`src/rtl/pong_pkg.sv`:
```
// pong_pkg: shared constants and types for the pong game-logic stage and the
// VGA stage that rasterises its bounding boxes.
//   - Screen size and coordinate widths (WRES_BITS / HRES_BITS).
//   - Paddle and ball geometry, derived reset / centre / clamp positions.
//   - Game FSM state enum.
package pong_pkg;

    // Screen
    localparam int VGA_W     = 400;
    localparam int VGA_H     = 600;
    localparam int WRES_BITS = $clog2(VGA_W);   // 9
    localparam int HRES_BITS = $clog2(VGA_H);   // 10

    // Geometry and motion
    localparam int PADDLE_W        = 8;
    localparam int PADDLE_H        = 80;
    localparam int PADDLE_X_OFFSET = 16;
    localparam int BALL_SIZE       = 8;
    localparam int PADDLE_SPEED    = 6;
    localparam int BALL_SPEED      = 3;
    localparam int SERVE_FRAMES    = 60;
    localparam int MAX_SCORE       = 9;

    // Derived paddle positions
    localparam int PADL_XMIN   = PADDLE_X_OFFSET;                       // 16
    localparam int PADR_XMIN   = VGA_W - PADDLE_X_OFFSET - PADDLE_W;    // 376
    localparam int PAD_Y_RST   = (VGA_H - PADDLE_H) / 2;                // 260

    // Derived ball positions
    localparam int BALL_X_CTR   = (VGA_W - BALL_SIZE) / 2;              // 196
    localparam int BALL_Y_CTR   = (VGA_H - BALL_SIZE) / 2;              // 296
    localparam int BALL_X_LIMIT = VGA_W - BALL_SIZE;                    // 392
    localparam int BALL_Y_LIMIT = VGA_H - BALL_SIZE;                    // 592
    // Ball xmin when resting flush against each paddle's inner face
    localparam int BALL_HIT_L   = PADL_XMIN + PADDLE_W;                 // 24
    localparam int BALL_HIT_R   = PADR_XMIN - BALL_SIZE;                // 368

    // Register widths
    localparam int SPEED_BITS = 4;
    localparam int SERVE_BITS = $clog2(SERVE_FRAMES);
    localparam int SCORE_BITS = 4;

    typedef enum logic [1:0] {
        ST_SERVE     = 2'd0,
        ST_PLAY      = 2'd1,
        ST_GAME_OVER = 2'd2
    } state_t;

endpackage

```
`src/rtl/pong_if.sv`:
```
// pong_if: bundle between the pong engine and its surroundings.
//   master (engine): takes frame_tick and the four buttons, drives paddle and
//                    ball bounding boxes, scores, point pulses and game_over.
//   slave  (VGA stage / controller): the mirror image.
interface pong_if;
    import pong_pkg::*;

    logic                  frame_tick;
    logic                  btn_left_up;
    logic                  btn_left_dn;
    logic                  btn_right_up;
    logic                  btn_right_dn;

    logic [WRES_BITS-1:0]  paddleleft_xmin;
    logic [WRES_BITS-1:0]  paddleleft_xmax;
    logic [WRES_BITS-1:0]  paddleright_xmin;
    logic [WRES_BITS-1:0]  paddleright_xmax;
    logic [WRES_BITS-1:0]  ball_xmin;
    logic [WRES_BITS-1:0]  ball_xmax;

    logic [HRES_BITS-1:0]  paddleleft_ymin;
    logic [HRES_BITS-1:0]  paddleleft_ymax;
    logic [HRES_BITS-1:0]  paddleright_ymin;
    logic [HRES_BITS-1:0]  paddleright_ymax;
    logic [HRES_BITS-1:0]  ball_ymin;
    logic [HRES_BITS-1:0]  ball_ymax;

    logic [SCORE_BITS-1:0] score_left;
    logic [SCORE_BITS-1:0] score_right;
    logic                  point_left;
    logic                  point_right;
    logic                  game_over;

    modport master (
        input  frame_tick, btn_left_up, btn_left_dn, btn_right_up, btn_right_dn,
        output paddleleft_xmin, paddleleft_xmax, paddleright_xmin, paddleright_xmax,
        output ball_xmin, ball_xmax,
        output paddleleft_ymin, paddleleft_ymax, paddleright_ymin, paddleright_ymax,
        output ball_ymin, ball_ymax,
        output score_left, score_right, point_left, point_right, game_over
    );

    modport slave (
        output frame_tick, btn_left_up, btn_left_dn, btn_right_up, btn_right_dn,
        input  paddleleft_xmin, paddleleft_xmax, paddleright_xmin, paddleright_xmax,
        input  ball_xmin, ball_xmax,
        input  paddleleft_ymin, paddleleft_ymax, paddleright_ymin, paddleright_ymax,
        input  ball_ymin, ball_ymax,
        input  score_left, score_right, point_left, point_right, game_over
    );

endinterface

```
`src/rtl/pong_paddle.sv`:
```
// pong_paddle: vertical position of one paddle.
//   Ports: clk, rst (sync, active-high), tick (frame pulse), up, dn (held
//   buttons); ymin / ymax registered inclusive vertical bounds.
//   One press direction moves SPEED lines per tick, saturating at the top (0)
//   and bottom (VGA_H - HEIGHT); both or neither pressed holds position.
module pong_paddle
    import pong_pkg::*;
#(
    parameter int SPEED  = PADDLE_SPEED,
    parameter int HEIGHT = PADDLE_H,
    parameter int RST_Y  = PAD_Y_RST
) (
    input  logic                 clk,
    input  logic                 rst,
    input  logic                 tick,
    input  logic                 up,
    input  logic                 dn,
    output logic [HRES_BITS-1:0] ymin,
    output logic [HRES_BITS-1:0] ymax
);

    localparam logic [HRES_BITS-1:0] STEP    = HRES_BITS'(SPEED);
    localparam logic [HRES_BITS-1:0] Y_LIMIT = HRES_BITS'(VGA_H - HEIGHT);
    // Highest ymin from which a full downward step still fits
    localparam logic [HRES_BITS-1:0] DN_THR  = HRES_BITS'(VGA_H - HEIGHT - SPEED);
    localparam logic [HRES_BITS-1:0] SIZE_M1 = HRES_BITS'(HEIGHT - 1);
    localparam logic [HRES_BITS-1:0] Y_RST   = HRES_BITS'(RST_Y);

    logic [HRES_BITS-1:0] ymin_next;

    always_comb begin
        ymin_next = ymin;
        if (tick && up && !dn) begin
            ymin_next = (ymin < STEP) ? '0 : ymin - STEP;
        end else if (tick && dn && !up) begin
            ymin_next = (ymin > DN_THR) ? Y_LIMIT : ymin + STEP;
        end
    end

    always_ff @(posedge clk) begin
        if (rst) begin
            ymin <= Y_RST;
            ymax <= Y_RST + SIZE_M1;
        end else begin
            ymin <= ymin_next;
            ymax <= ymin_next + SIZE_M1;
        end
    end

endmodule

```
`src/rtl/pong_engine.sv`:
```
// pong_engine: pong game logic, one game step per frame_tick.
//   Ports: clk, rst (sync, active-high, wins over frame_tick);
//          bus (pong_if.master): frame_tick and buttons in; paddle / ball
//          bounding boxes, saturating scores, point pulses, game_over out.
//   FSM: SERVE (ball centred for SERVE_FRAMES ticks) -> PLAY (ball moves,
//   bounces, hits paddles or scores) -> SERVE, or GAME_OVER once a score
//   reaches MAX_SCORE. GAME_OVER is left only through rst.
//   Optional build macro PONG_SPEEDUP_EN: horizontal ball speed grows by one
//   per paddle hit up to 2*BALL_SPEED and is restored on every serve.
module pong_engine
    import pong_pkg::*;
(
    input  logic   clk,
    input  logic   rst,
    pong_if.master bus
);

    // Widened signed coordinates so a step past either edge cannot wrap
    localparam int XW = WRES_BITS + 2;
    localparam int YW = HRES_BITS + 2;

    localparam logic signed [XW-1:0] X_ZERO   = '0;
    localparam logic signed [XW-1:0] X_HIT_L  = XW'(BALL_HIT_L);
    localparam logic signed [XW-1:0] X_HIT_R  = XW'(BALL_HIT_R);
    localparam logic signed [XW-1:0] X_LIMIT  = XW'(BALL_X_LIMIT);
    localparam logic signed [YW-1:0] Y_ZERO   = '0;
    localparam logic signed [YW-1:0] Y_LIMIT  = YW'(BALL_Y_LIMIT);
    localparam logic signed [YW-1:0] Y_STEP   = YW'(BALL_SPEED);

    localparam logic [WRES_BITS-1:0]  BX_CTR    = WRES_BITS'(BALL_X_CTR);
    localparam logic [HRES_BITS-1:0]  BY_CTR    = HRES_BITS'(BALL_Y_CTR);
    localparam logic [WRES_BITS-1:0]  BX_HIT_L  = WRES_BITS'(BALL_HIT_L);
    localparam logic [WRES_BITS-1:0]  BX_HIT_R  = WRES_BITS'(BALL_HIT_R);
    localparam logic [HRES_BITS-1:0]  BY_LIMIT  = HRES_BITS'(BALL_Y_LIMIT);
    localparam logic [WRES_BITS-1:0]  BX_M1     = WRES_BITS'(BALL_SIZE - 1);
    localparam logic [HRES_BITS-1:0]  BY_M1     = HRES_BITS'(BALL_SIZE - 1);
    localparam logic [SERVE_BITS-1:0] SERVE_END = SERVE_BITS'(SERVE_FRAMES - 1);
    localparam logic [SCORE_BITS-1:0] SCORE_MAX = SCORE_BITS'(MAX_SCORE);
    localparam logic [SPEED_BITS-1:0] HSPD_BASE = SPEED_BITS'(BALL_SPEED);

    // Score increment that never passes MAX_SCORE
    function automatic logic [SCORE_BITS-1:0] score_inc(input logic [SCORE_BITS-1:0] s);
        return (s >= SCORE_MAX) ? SCORE_MAX : s + 1'b1;
    endfunction

    state_t                state, state_next;
    logic [SERVE_BITS-1:0] serve_cnt, serve_cnt_next;
    logic [WRES_BITS-1:0]  ball_x, ball_x_next, ball_xmax;
    logic [HRES_BITS-1:0]  ball_y, ball_y_next, ball_ymax;
    logic                  dx, dx_next;    // 1 = moving right
    logic                  dy, dy_next;    // 1 = moving down
    logic [SCORE_BITS-1:0] score_l, score_l_next, score_r, score_r_next;
    logic                  point_l, point_l_next, point_r, point_r_next;
    logic [SPEED_BITS-1:0] hspd;

`ifdef PONG_SPEEDUP_EN
    localparam logic [SPEED_BITS-1:0] HSPD_MAX = SPEED_BITS'(2 * BALL_SPEED);

    function automatic logic [SPEED_BITS-1:0] hspd_inc(input logic [SPEED_BITS-1:0] s);
        return (s >= HSPD_MAX) ? HSPD_MAX : s + 1'b1;
    endfunction

    logic [SPEED_BITS-1:0] hspd_next;
`else
    assign hspd = HSPD_BASE;
`endif

    logic [HRES_BITS-1:0] padl_ymin, padl_ymax, padr_ymin, padr_ymax;

    pong_paddle #(
        .SPEED  (PADDLE_SPEED),
        .HEIGHT (PADDLE_H),
        .RST_Y  (PAD_Y_RST)
    ) u_paddle_left (
        .clk  (clk),
        .rst  (rst),
        .tick (bus.frame_tick),
        .up   (bus.btn_left_up),
        .dn   (bus.btn_left_dn),
        .ymin (padl_ymin),
        .ymax (padl_ymax)
    );

    pong_paddle #(
        .SPEED  (PADDLE_SPEED),
        .HEIGHT (PADDLE_H),
        .RST_Y  (PAD_Y_RST)
    ) u_paddle_right (
        .clk  (clk),
        .rst  (rst),
        .tick (bus.frame_tick),
        .up   (bus.btn_right_up),
        .dn   (bus.btn_right_dn),
        .ymin (padr_ymin),
        .ymax (padr_ymax)
    );

    // Candidate ball step for PLAY: next position, bounce, hit and miss flags
    logic signed [XW-1:0] cur_x, step_x, nx;
    logic signed [YW-1:0] cur_y, ny;
    logic [HRES_BITS-1:0] by_play;
    logic                 dy_play;
    logic                 overlap_l, overlap_r, hit_l, hit_r, miss_l, miss_r;

    always_comb begin
        cur_x  = signed'({2'b00, ball_x});
        step_x = signed'({{(XW - SPEED_BITS){1'b0}}, hspd});
        nx     = dx ? cur_x + step_x : cur_x - step_x;
        cur_y  = signed'({2'b00, ball_y});
        ny     = dy ? cur_y + Y_STEP : cur_y - Y_STEP;

        by_play = ny[HRES_BITS-1:0];
        dy_play = dy;
        if (ny < Y_ZERO) begin
            by_play = '0;
            dy_play = 1'b1;
        end else if (ny > Y_LIMIT) begin
            by_play = BY_LIMIT;
            dy_play = 1'b0;
        end

        overlap_l = (ball_y <= padl_ymax) && (ball_ymax >= padl_ymin);
        overlap_r = (ball_y <= padr_ymax) && (ball_ymax >= padr_ymin);
        // A hit needs the ball to start on the court side of the face, so a
        // ball that already slipped past a paddle cannot be batted back.
        hit_l  = !dx && (cur_x >= X_HIT_L) && (nx <= X_HIT_L) && overlap_l;
        hit_r  =  dx && (cur_x <= X_HIT_R) && (nx >= X_HIT_R) && overlap_r;
        miss_r = !hit_l && !hit_r && (nx <= X_ZERO);    // right side scores
        miss_l = !hit_l && !hit_r && (nx >= X_LIMIT);   // left side scores
    end

    // FSM next-state and game update
    always_comb begin
        state_next     = state;
        serve_cnt_next = serve_cnt;
        ball_x_next    = ball_x;
        ball_y_next    = ball_y;
        dx_next        = dx;
        dy_next        = dy;
        score_l_next   = score_l;
        score_r_next   = score_r;
        point_l_next   = 1'b0;
        point_r_next   = 1'b0;
`ifdef PONG_SPEEDUP_EN
        hspd_next      = hspd;
`endif

        if (bus.frame_tick) begin
            case (state)
                ST_SERVE: begin
                    ball_x_next = BX_CTR;
                    ball_y_next = BY_CTR;
                    if (serve_cnt == SERVE_END) begin
                        serve_cnt_next = '0;
                        state_next     = ST_PLAY;
`ifdef PONG_SPEEDUP_EN
                        hspd_next      = HSPD_BASE;
`endif
                    end else begin
                        serve_cnt_next = serve_cnt + 1'b1;
                    end
                end

                ST_PLAY: begin
                    ball_y_next = by_play;
                    dy_next     = dy_play;
                    if (hit_l) begin
                        ball_x_next = BX_HIT_L;
                        dx_next     = 1'b1;
`ifdef PONG_SPEEDUP_EN
                        hspd_next   = hspd_inc(hspd);
`endif
                    end else if (hit_r) begin
                        ball_x_next = BX_HIT_R;
                        dx_next     = 1'b0;
`ifdef PONG_SPEEDUP_EN
                        hspd_next   = hspd_inc(hspd);
`endif
                    end else if (miss_r || miss_l) begin
                        ball_x_next = BX_CTR;
                        ball_y_next = BY_CTR;
                        dy_next     = ~dy_play;
                        // Next serve heads toward the side that conceded
                        dx_next     = miss_l;
`ifdef PONG_SPEEDUP_EN
                        hspd_next   = HSPD_BASE;
`endif
                        if (miss_r) begin
                            score_r_next = score_inc(score_r);
                            point_r_next = 1'b1;
                        end else begin
                            score_l_next = score_inc(score_l);
                            point_l_next = 1'b1;
                        end
                        state_next = ((score_l_next == SCORE_MAX) || (score_r_next == SCORE_MAX))
                                     ? ST_GAME_OVER : ST_SERVE;
                    end else begin
                        ball_x_next = nx[WRES_BITS-1:0];
                    end
                end

                ST_GAME_OVER: begin
                    ball_x_next = BX_CTR;
                    ball_y_next = BY_CTR;
                end

                default: begin
                    state_next = ST_SERVE;
                end
            endcase
        end
    end

    always_ff @(posedge clk) begin
        if (rst) begin
            state <= ST_SERVE;
        end else begin
            state <= state_next;
        end
    end

    always_ff @(posedge clk) begin
        if (rst) begin
            serve_cnt <= '0;
            ball_x    <= BX_CTR;
            ball_xmax <= BX_CTR + BX_M1;
            ball_y    <= BY_CTR;
            ball_ymax <= BY_CTR + BY_M1;
            dx        <= 1'b1;
            dy        <= 1'b1;
            score_l   <= '0;
            score_r   <= '0;
            point_l   <= 1'b0;
            point_r   <= 1'b0;
        end else begin
            serve_cnt <= serve_cnt_next;
            ball_x    <= ball_x_next;
            ball_xmax <= ball_x_next + BX_M1;
            ball_y    <= ball_y_next;
            ball_ymax <= ball_y_next + BY_M1;
            dx        <= dx_next;
            dy        <= dy_next;
            score_l   <= score_l_next;
            score_r   <= score_r_next;
            point_l   <= point_l_next;
            point_r   <= point_r_next;
        end
    end

`ifdef PONG_SPEEDUP_EN
    always_ff @(posedge clk) begin
        if (rst) begin
            hspd <= HSPD_BASE;
        end else begin
            hspd <= hspd_next;
        end
    end
`endif

    // Paddle columns never move
    assign bus.paddleleft_xmin  = WRES_BITS'(PADL_XMIN);
    assign bus.paddleleft_xmax  = WRES_BITS'(PADL_XMIN + PADDLE_W - 1);
    assign bus.paddleright_xmin = WRES_BITS'(PADR_XMIN);
    assign bus.paddleright_xmax = WRES_BITS'(PADR_XMIN + PADDLE_W - 1);
    assign bus.paddleleft_ymin  = padl_ymin;
    assign bus.paddleleft_ymax  = padl_ymax;
    assign bus.paddleright_ymin = padr_ymin;
    assign bus.paddleright_ymax = padr_ymax;
    assign bus.ball_xmin        = ball_x;
    assign bus.ball_xmax        = ball_xmax;
    assign bus.ball_ymin        = ball_y;
    assign bus.ball_ymax        = ball_ymax;
    assign bus.score_left       = score_l;
    assign bus.score_right      = score_r;
    assign bus.point_left       = point_l;
    assign bus.point_right      = point_r;
    assign bus.game_over        = (state == ST_GAME_OVER);

endmodule

```
`src/flat_wrapper.sv`:
```
// flat-port wrapper written by rule: the top's interface ports become plain ports
module pong_engine_flat import pong_pkg::*;
  (clk, rst, bus_frame_tick, bus_btn_left_up, bus_btn_left_dn, bus_btn_right_up, bus_btn_right_dn, bus_paddleleft_xmin, bus_paddleleft_xmax, bus_paddleright_xmin, bus_paddleright_xmax, bus_ball_xmin, bus_ball_xmax, bus_paddleleft_ymin, bus_paddleleft_ymax, bus_paddleright_ymin, bus_paddleright_ymax, bus_ball_ymin, bus_ball_ymax, bus_score_left, bus_score_right, bus_point_left, bus_point_right, bus_game_over);
  pong_if bus_i ();
  input  logic clk;
  input  logic rst;
  input wire logic [$bits(bus_i.frame_tick)-1:0] bus_frame_tick;
  input wire logic [$bits(bus_i.btn_left_up)-1:0] bus_btn_left_up;
  input wire logic [$bits(bus_i.btn_left_dn)-1:0] bus_btn_left_dn;
  input wire logic [$bits(bus_i.btn_right_up)-1:0] bus_btn_right_up;
  input wire logic [$bits(bus_i.btn_right_dn)-1:0] bus_btn_right_dn;
  output wire logic [$bits(bus_i.paddleleft_xmin)-1:0] bus_paddleleft_xmin;
  output wire logic [$bits(bus_i.paddleleft_xmax)-1:0] bus_paddleleft_xmax;
  output wire logic [$bits(bus_i.paddleright_xmin)-1:0] bus_paddleright_xmin;
  output wire logic [$bits(bus_i.paddleright_xmax)-1:0] bus_paddleright_xmax;
  output wire logic [$bits(bus_i.ball_xmin)-1:0] bus_ball_xmin;
  output wire logic [$bits(bus_i.ball_xmax)-1:0] bus_ball_xmax;
  output wire logic [$bits(bus_i.paddleleft_ymin)-1:0] bus_paddleleft_ymin;
  output wire logic [$bits(bus_i.paddleleft_ymax)-1:0] bus_paddleleft_ymax;
  output wire logic [$bits(bus_i.paddleright_ymin)-1:0] bus_paddleright_ymin;
  output wire logic [$bits(bus_i.paddleright_ymax)-1:0] bus_paddleright_ymax;
  output wire logic [$bits(bus_i.ball_ymin)-1:0] bus_ball_ymin;
  output wire logic [$bits(bus_i.ball_ymax)-1:0] bus_ball_ymax;
  output wire logic [$bits(bus_i.score_left)-1:0] bus_score_left;
  output wire logic [$bits(bus_i.score_right)-1:0] bus_score_right;
  output wire logic [$bits(bus_i.point_left)-1:0] bus_point_left;
  output wire logic [$bits(bus_i.point_right)-1:0] bus_point_right;
  output wire logic [$bits(bus_i.game_over)-1:0] bus_game_over;
  assign bus_i.frame_tick = bus_frame_tick;
  assign bus_i.btn_left_up = bus_btn_left_up;
  assign bus_i.btn_left_dn = bus_btn_left_dn;
  assign bus_i.btn_right_up = bus_btn_right_up;
  assign bus_i.btn_right_dn = bus_btn_right_dn;
  assign bus_paddleleft_xmin = bus_i.paddleleft_xmin;
  assign bus_paddleleft_xmax = bus_i.paddleleft_xmax;
  assign bus_paddleright_xmin = bus_i.paddleright_xmin;
  assign bus_paddleright_xmax = bus_i.paddleright_xmax;
  assign bus_ball_xmin = bus_i.ball_xmin;
  assign bus_ball_xmax = bus_i.ball_xmax;
  assign bus_paddleleft_ymin = bus_i.paddleleft_ymin;
  assign bus_paddleleft_ymax = bus_i.paddleleft_ymax;
  assign bus_paddleright_ymin = bus_i.paddleright_ymin;
  assign bus_paddleright_ymax = bus_i.paddleright_ymax;
  assign bus_ball_ymin = bus_i.ball_ymin;
  assign bus_ball_ymax = bus_i.ball_ymax;
  assign bus_score_left = bus_i.score_left;
  assign bus_score_right = bus_i.score_right;
  assign bus_point_left = bus_i.point_left;
  assign bus_point_right = bus_i.point_right;
  assign bus_game_over = bus_i.game_over;
  pong_engine u_core (.clk(clk), .rst(rst), .bus(bus_i));
endmodule
```
`config.mk`:
```
export PLATFORM = sky130hd
export DESIGN_NAME = pong_engine_flat
export DESIGN_NICKNAME = d
export VERILOG_FILES = /design/src/rtl/pong_pkg.sv /design/src/rtl/pong_if.sv /design/src/rtl/pong_paddle.sv /design/src/rtl/pong_engine.sv /design/src/flat_wrapper.sv
export SDC_FILE = /design/constraint.sdc
export NUM_CORES = 1
export LEC_CHECK = 0
export CAP_MARGIN = 20
export CORE_MARGIN = 10
export CORE_UTILIZATION = 54
export CTS_CLUSTER_DIAMETER = 80
export DETAILED_ROUTE_END_ITERATION = 12
export PLACE_DENSITY_LB_ADDON = 0.08
export SLEW_MARGIN = 15
export SYNTH_ARGS = -nofsm -noshare
export SYNTH_HDL_FRONTEND = slang
export SYNTH_SLANG_ARGS = --single-unit
```
`constraint.sdc`:
```
create_clock -name clk -period 4.4 [get_ports clk]
set_clock_uncertainty 0.05 [all_clocks]
set_input_delay 0.88 -clock clk [delete_from_list [all_inputs] [get_ports clk]]
set_output_delay 0.88 -clock clk [all_outputs]
set_load 0.005 [all_outputs]
```
==> results by group <==
Route
  • DR WL/cell: ~18 µm
  • Residual DRC: 0
  • Vias after detailed routing: 6,842
  • ANT nets after route: 0
  • Via density: 5.94
  • Iteration-0 DRC Markers: approximately 670
  • WL final: 20.5 mm
  • Pre-antenna DRT Iters: 5

Finish
  • Share of cells above drive strength 1: 6.66%
  • Layout area overhead: 17.0%
  • Post-Layout Cell Count: roughly 1,200
  • Final #Nets: 1,038
  • Diode count: 0

Clock tree
  • TritonCTS clock tree: built
  • CTS root buf: clkbuf_16
  • Post-CTS sizing: 0
  • CTS Buffer Depth: 2
  • Worst-skew pair later-pin latency: 0.35 ns
  • Total CTS buffers: 9
  • Post-CTS setup repair buffer count: 0
  • # hold bufs at CTS: 0
  • Total clock sinks: 98
  • H-tree depth: 3
  • Clock transition at the registers of the reported paths: 0.07 ns

Yosys
  • Mean Syn Cell Area: 8.17 µm²
  • Syn Inst Count: a little under 900
  • Share of the synthesized area in the top cell type: 27.0%
  • Count leader, synth: dfxtp_1
  • Post-Syn Area: 7270 µm²
  • Yosys warns: 0
  • Flops & latches, synth: 98
  • Top cells by area, synth: dfxtp_1, ha_1, nor2_1, buf_4, a21oi_1
  • Async SR Flop Fraction: 0%
  • Post-synthesis sequential area ratio: 27.0%
  • Post-synth EDFFs: 0
  • Cell taking the most area after synthesis: dfxtp_1
  • Library cells used by synthesis: 96
  • Most frequent cells after synthesis: dfxtp_1, nor2_1, ha_1
  • Ys flop type: dfxtp_1

Run
  • Max_cap viols: 0

Pwr
  • Clock Power Share: 37.0%
  • Sequential Power Share: 44.4%
  • Combinational share of power: 18.6%
  • P_leak: 3.38 nW
  • P_int: 1.55 mW
  • Net Sw Frac: between 20% and 30%
  • P_sw: 0.619 mW
  • Max VDD drop: 216 µV
  • PD cells: 255 nW/µm²
  • Tot Pwr: 2.17 mW

Status
  • Status: completed

Min path
  • Hold worst-path end: u_core.u_paddle_right.ymax[0]$_SDFF_PP1_
  • Hold Path Class: register to register
  • Hold path cells: 1
  • Min-Delay Startpoint: u_core.u_paddle_right.ymin[0]$_SDFF_PP0_

Floorplan
  • Die Area: 18,500 µm²
  • I/O pin total: 132
  • Core Box Area: 13,200 µm²
  • Initial core utilization: between 50 and 60%
  • # rows: 42
  • Width of the chip: 136 µm
  • Die height: 136 µm

Placement
  • PortBufs: 95
  • Placed Cells: approximately 1,100
  • Placer Congestion: 0.927
  • Dpl hpwl: 15.7 mm
  • Setup slack at placement: 0.459 ns

Setup path
  • FF-to-FF setup slack: around 0.38 ns
  • Data required, critical path: between 4 and 5 ns
  • Startpoint types: register
  • CP Max Fanout: 13
  • CP Capture Type: register
  • Worst r2r dst: u_core.bus.ball_xmax[8]$_SDFF_PP0_
  • R2R depth: 13
  • FF-to-FF Start: u_core.bus.ball_xmin[0]$_SDFF_PP0_
  • Critical Setup Path Class: register to register
  • Crit path DAT: 4.21 ns

Timing
  • Relative slew slack: 48.8%
  • Final WS setup: 0.381 ns
  • Final hold vios: 0
  • Final cycle utilization of the critical path: 91.3%
  • # setup viols final: 0
  • RSZ-0062 raised after global routing: no
  • Min Clock Period, post-route: 4.02 ns
  • Worst Tran Pin Value: approximately 0.76 ns
  • TNS Setup: 0 ns
  • Max-slew violations: 0
  • Hold Worst Slack: 0.433 ns
  • Fmax achieved: 249 MHz

GRT
  • Initial antenna violation count: 0
  • Total global routing overflow: 0
  • Global-route wire length before repair: 33.2 mm
  • GRT Overall Usage: between 20% and 30%
  • Vias in the first global route: 6,372
  • Largest net degree at the start of global routing: 55
[critical path, cell delays in order (launching register included)]
cell and delay (ns):
dfxtp_1 0.47, inv_1 0.15, ha_1 0.31, o31a_1 0.35
or3_1 0.37, and4_1 0.22, a21oi_4 0.38, nand3_1 0.22
nor2_1 0.19, a22oi_1 0.13, ha_1 0.26, a21boi_1 0.18
nor4b_2 0.28, mux2_1 0.34
[through the flow]
| step | utilization [%] | area, µm² |
|---|---|---|
| after floorplan | - | 7400 |
| after global placement | 62.2 | 8210 |
| after detailed placement | 62.2 | 8210 |
| after CTS | 64.5 | 8500 |
| after global routing | 64.5 | 8500 |
| final | 64.5 | 8500 |
[layer usage]
metal,global-route usage [%],vias to the layer above,part of all wire [%]
met5,0,-,0
met4,4.26,0,0.97
met3,5.68,18,8.9
met2,34.0,261,45
li1,-,3335,-
met1,29.7,3228,45
[layout make-up]
type | instances | area (µm²)
clock buffers | 11 | 233
clock inverters | 5 | 62.6
fillers | 1204 | 4690
inverters | 60 | 225
multi-input cells | 697 | 4780
flip-flops and latches | 98 | 1960
well taps | 176 | 220
repair buffers | 105 | 1020
[how the worst max path moves through the flow]
stage,start,endpoint,slack [ns]
after floorplan,u_core.bus.ball_xmin[0]$_SDFF_PP0_,u_core.bus.ball_ymax[4]$_SDFF_PP0_,0.74
after global placement,u_core.bus.ball_ymin[3]$_SDFF_PP1_,u_core.bus.ball_xmax[8]$_SDFF_PP0_,0.55
after detailed placement,u_core.bus.ball_xmin[0]$_SDFF_PP0_,u_core.bus.ball_xmax[8]$_SDFF_PP0_,0.46
after CTS,u_core.bus.ball_xmin[0]$_SDFF_PP0_,u_core.bus.ball_xmax[8]$_SDFF_PP0_,0.43
after global routing,u_core.bus.ball_xmin[0]$_SDFF_PP0_,u_core.bus.ball_xmax[8]$_SDFF_PP0_,0.02
final,u_core.bus.ball_xmin[0]$_SDFF_PP0_,u_core.bus.ball_xmax[8]$_SDFF_PP0_,0.38
[cell families after synthesis]
group	Yosys count	synth area share, %
buf+inv	129	9.00
flops	98	27.0
mux	10	1.43
compound gates	220	22.9
simple gates	329	24.2
other cells	2	0.103
xor+xnor	42	5.06
fa+ha+maj	60	10.3
[cell usage in the layout (no fill, tap or decap), types with 25 or more instances in the layout]
| cell | n |
|---|---|
| dfxtp_1 | 98 |
| clkdlybuf4s50_1 | 94 |
| nor2_1 | 84 |
| ha_1 | 60 |
| inv_1 | 59 |
| nand2_1 | 59 |
| a21oi_1 | 45 |
| conb_1 | 36 |
| o21ai_0 | 33 |
| nand3_1 | 25 |
| nor3_1 | 25 |
| xnor2_1 | 25 |
[sequential cells by signal (all words and copies together), names as in the netlist]
| signal | cells |
|---|---|
| u_core.bus.ball_ymax | 10 |
| u_core.bus.ball_ymin | 10 |
| u_core.u_paddle_left.ymax | 10 |
| u_core.u_paddle_left.ymin | 10 |
| u_core.u_paddle_right.ymax | 10 |
| u_core.u_paddle_right.ymin | 10 |
| u_core.bus.ball_xmax | 9 |
| u_core.bus.ball_xmin | 9 |
| u_core.serve_cnt | 6 |
| u_core.bus.score_left | 4 |
| u_core.bus.score_right | 4 |
| u_core.state | 2 |
| u_core.bus.point_left | 1 |
| u_core.bus.point_right | 1 |
| u_core.dx | 1 |
| u_core.dy | 1 |
[power by group through the flow]
stage | clock [mW] | sequential (mW) | combinational, mW
6_report | 0.804 | 0.963 | 0.404
5_1_grt | 0.853 | 0.968 | 0.452
3_5_place_dp | 0 | 0.982 | 0.399
2_1_floorplan | 0 | 0.975 | 0.278
3_3_place_gp | 0 | 0.982 | 0.395
4_1_cts | 0.822 | 0.962 | 0.402
Power figures use the tool's default switching activity.
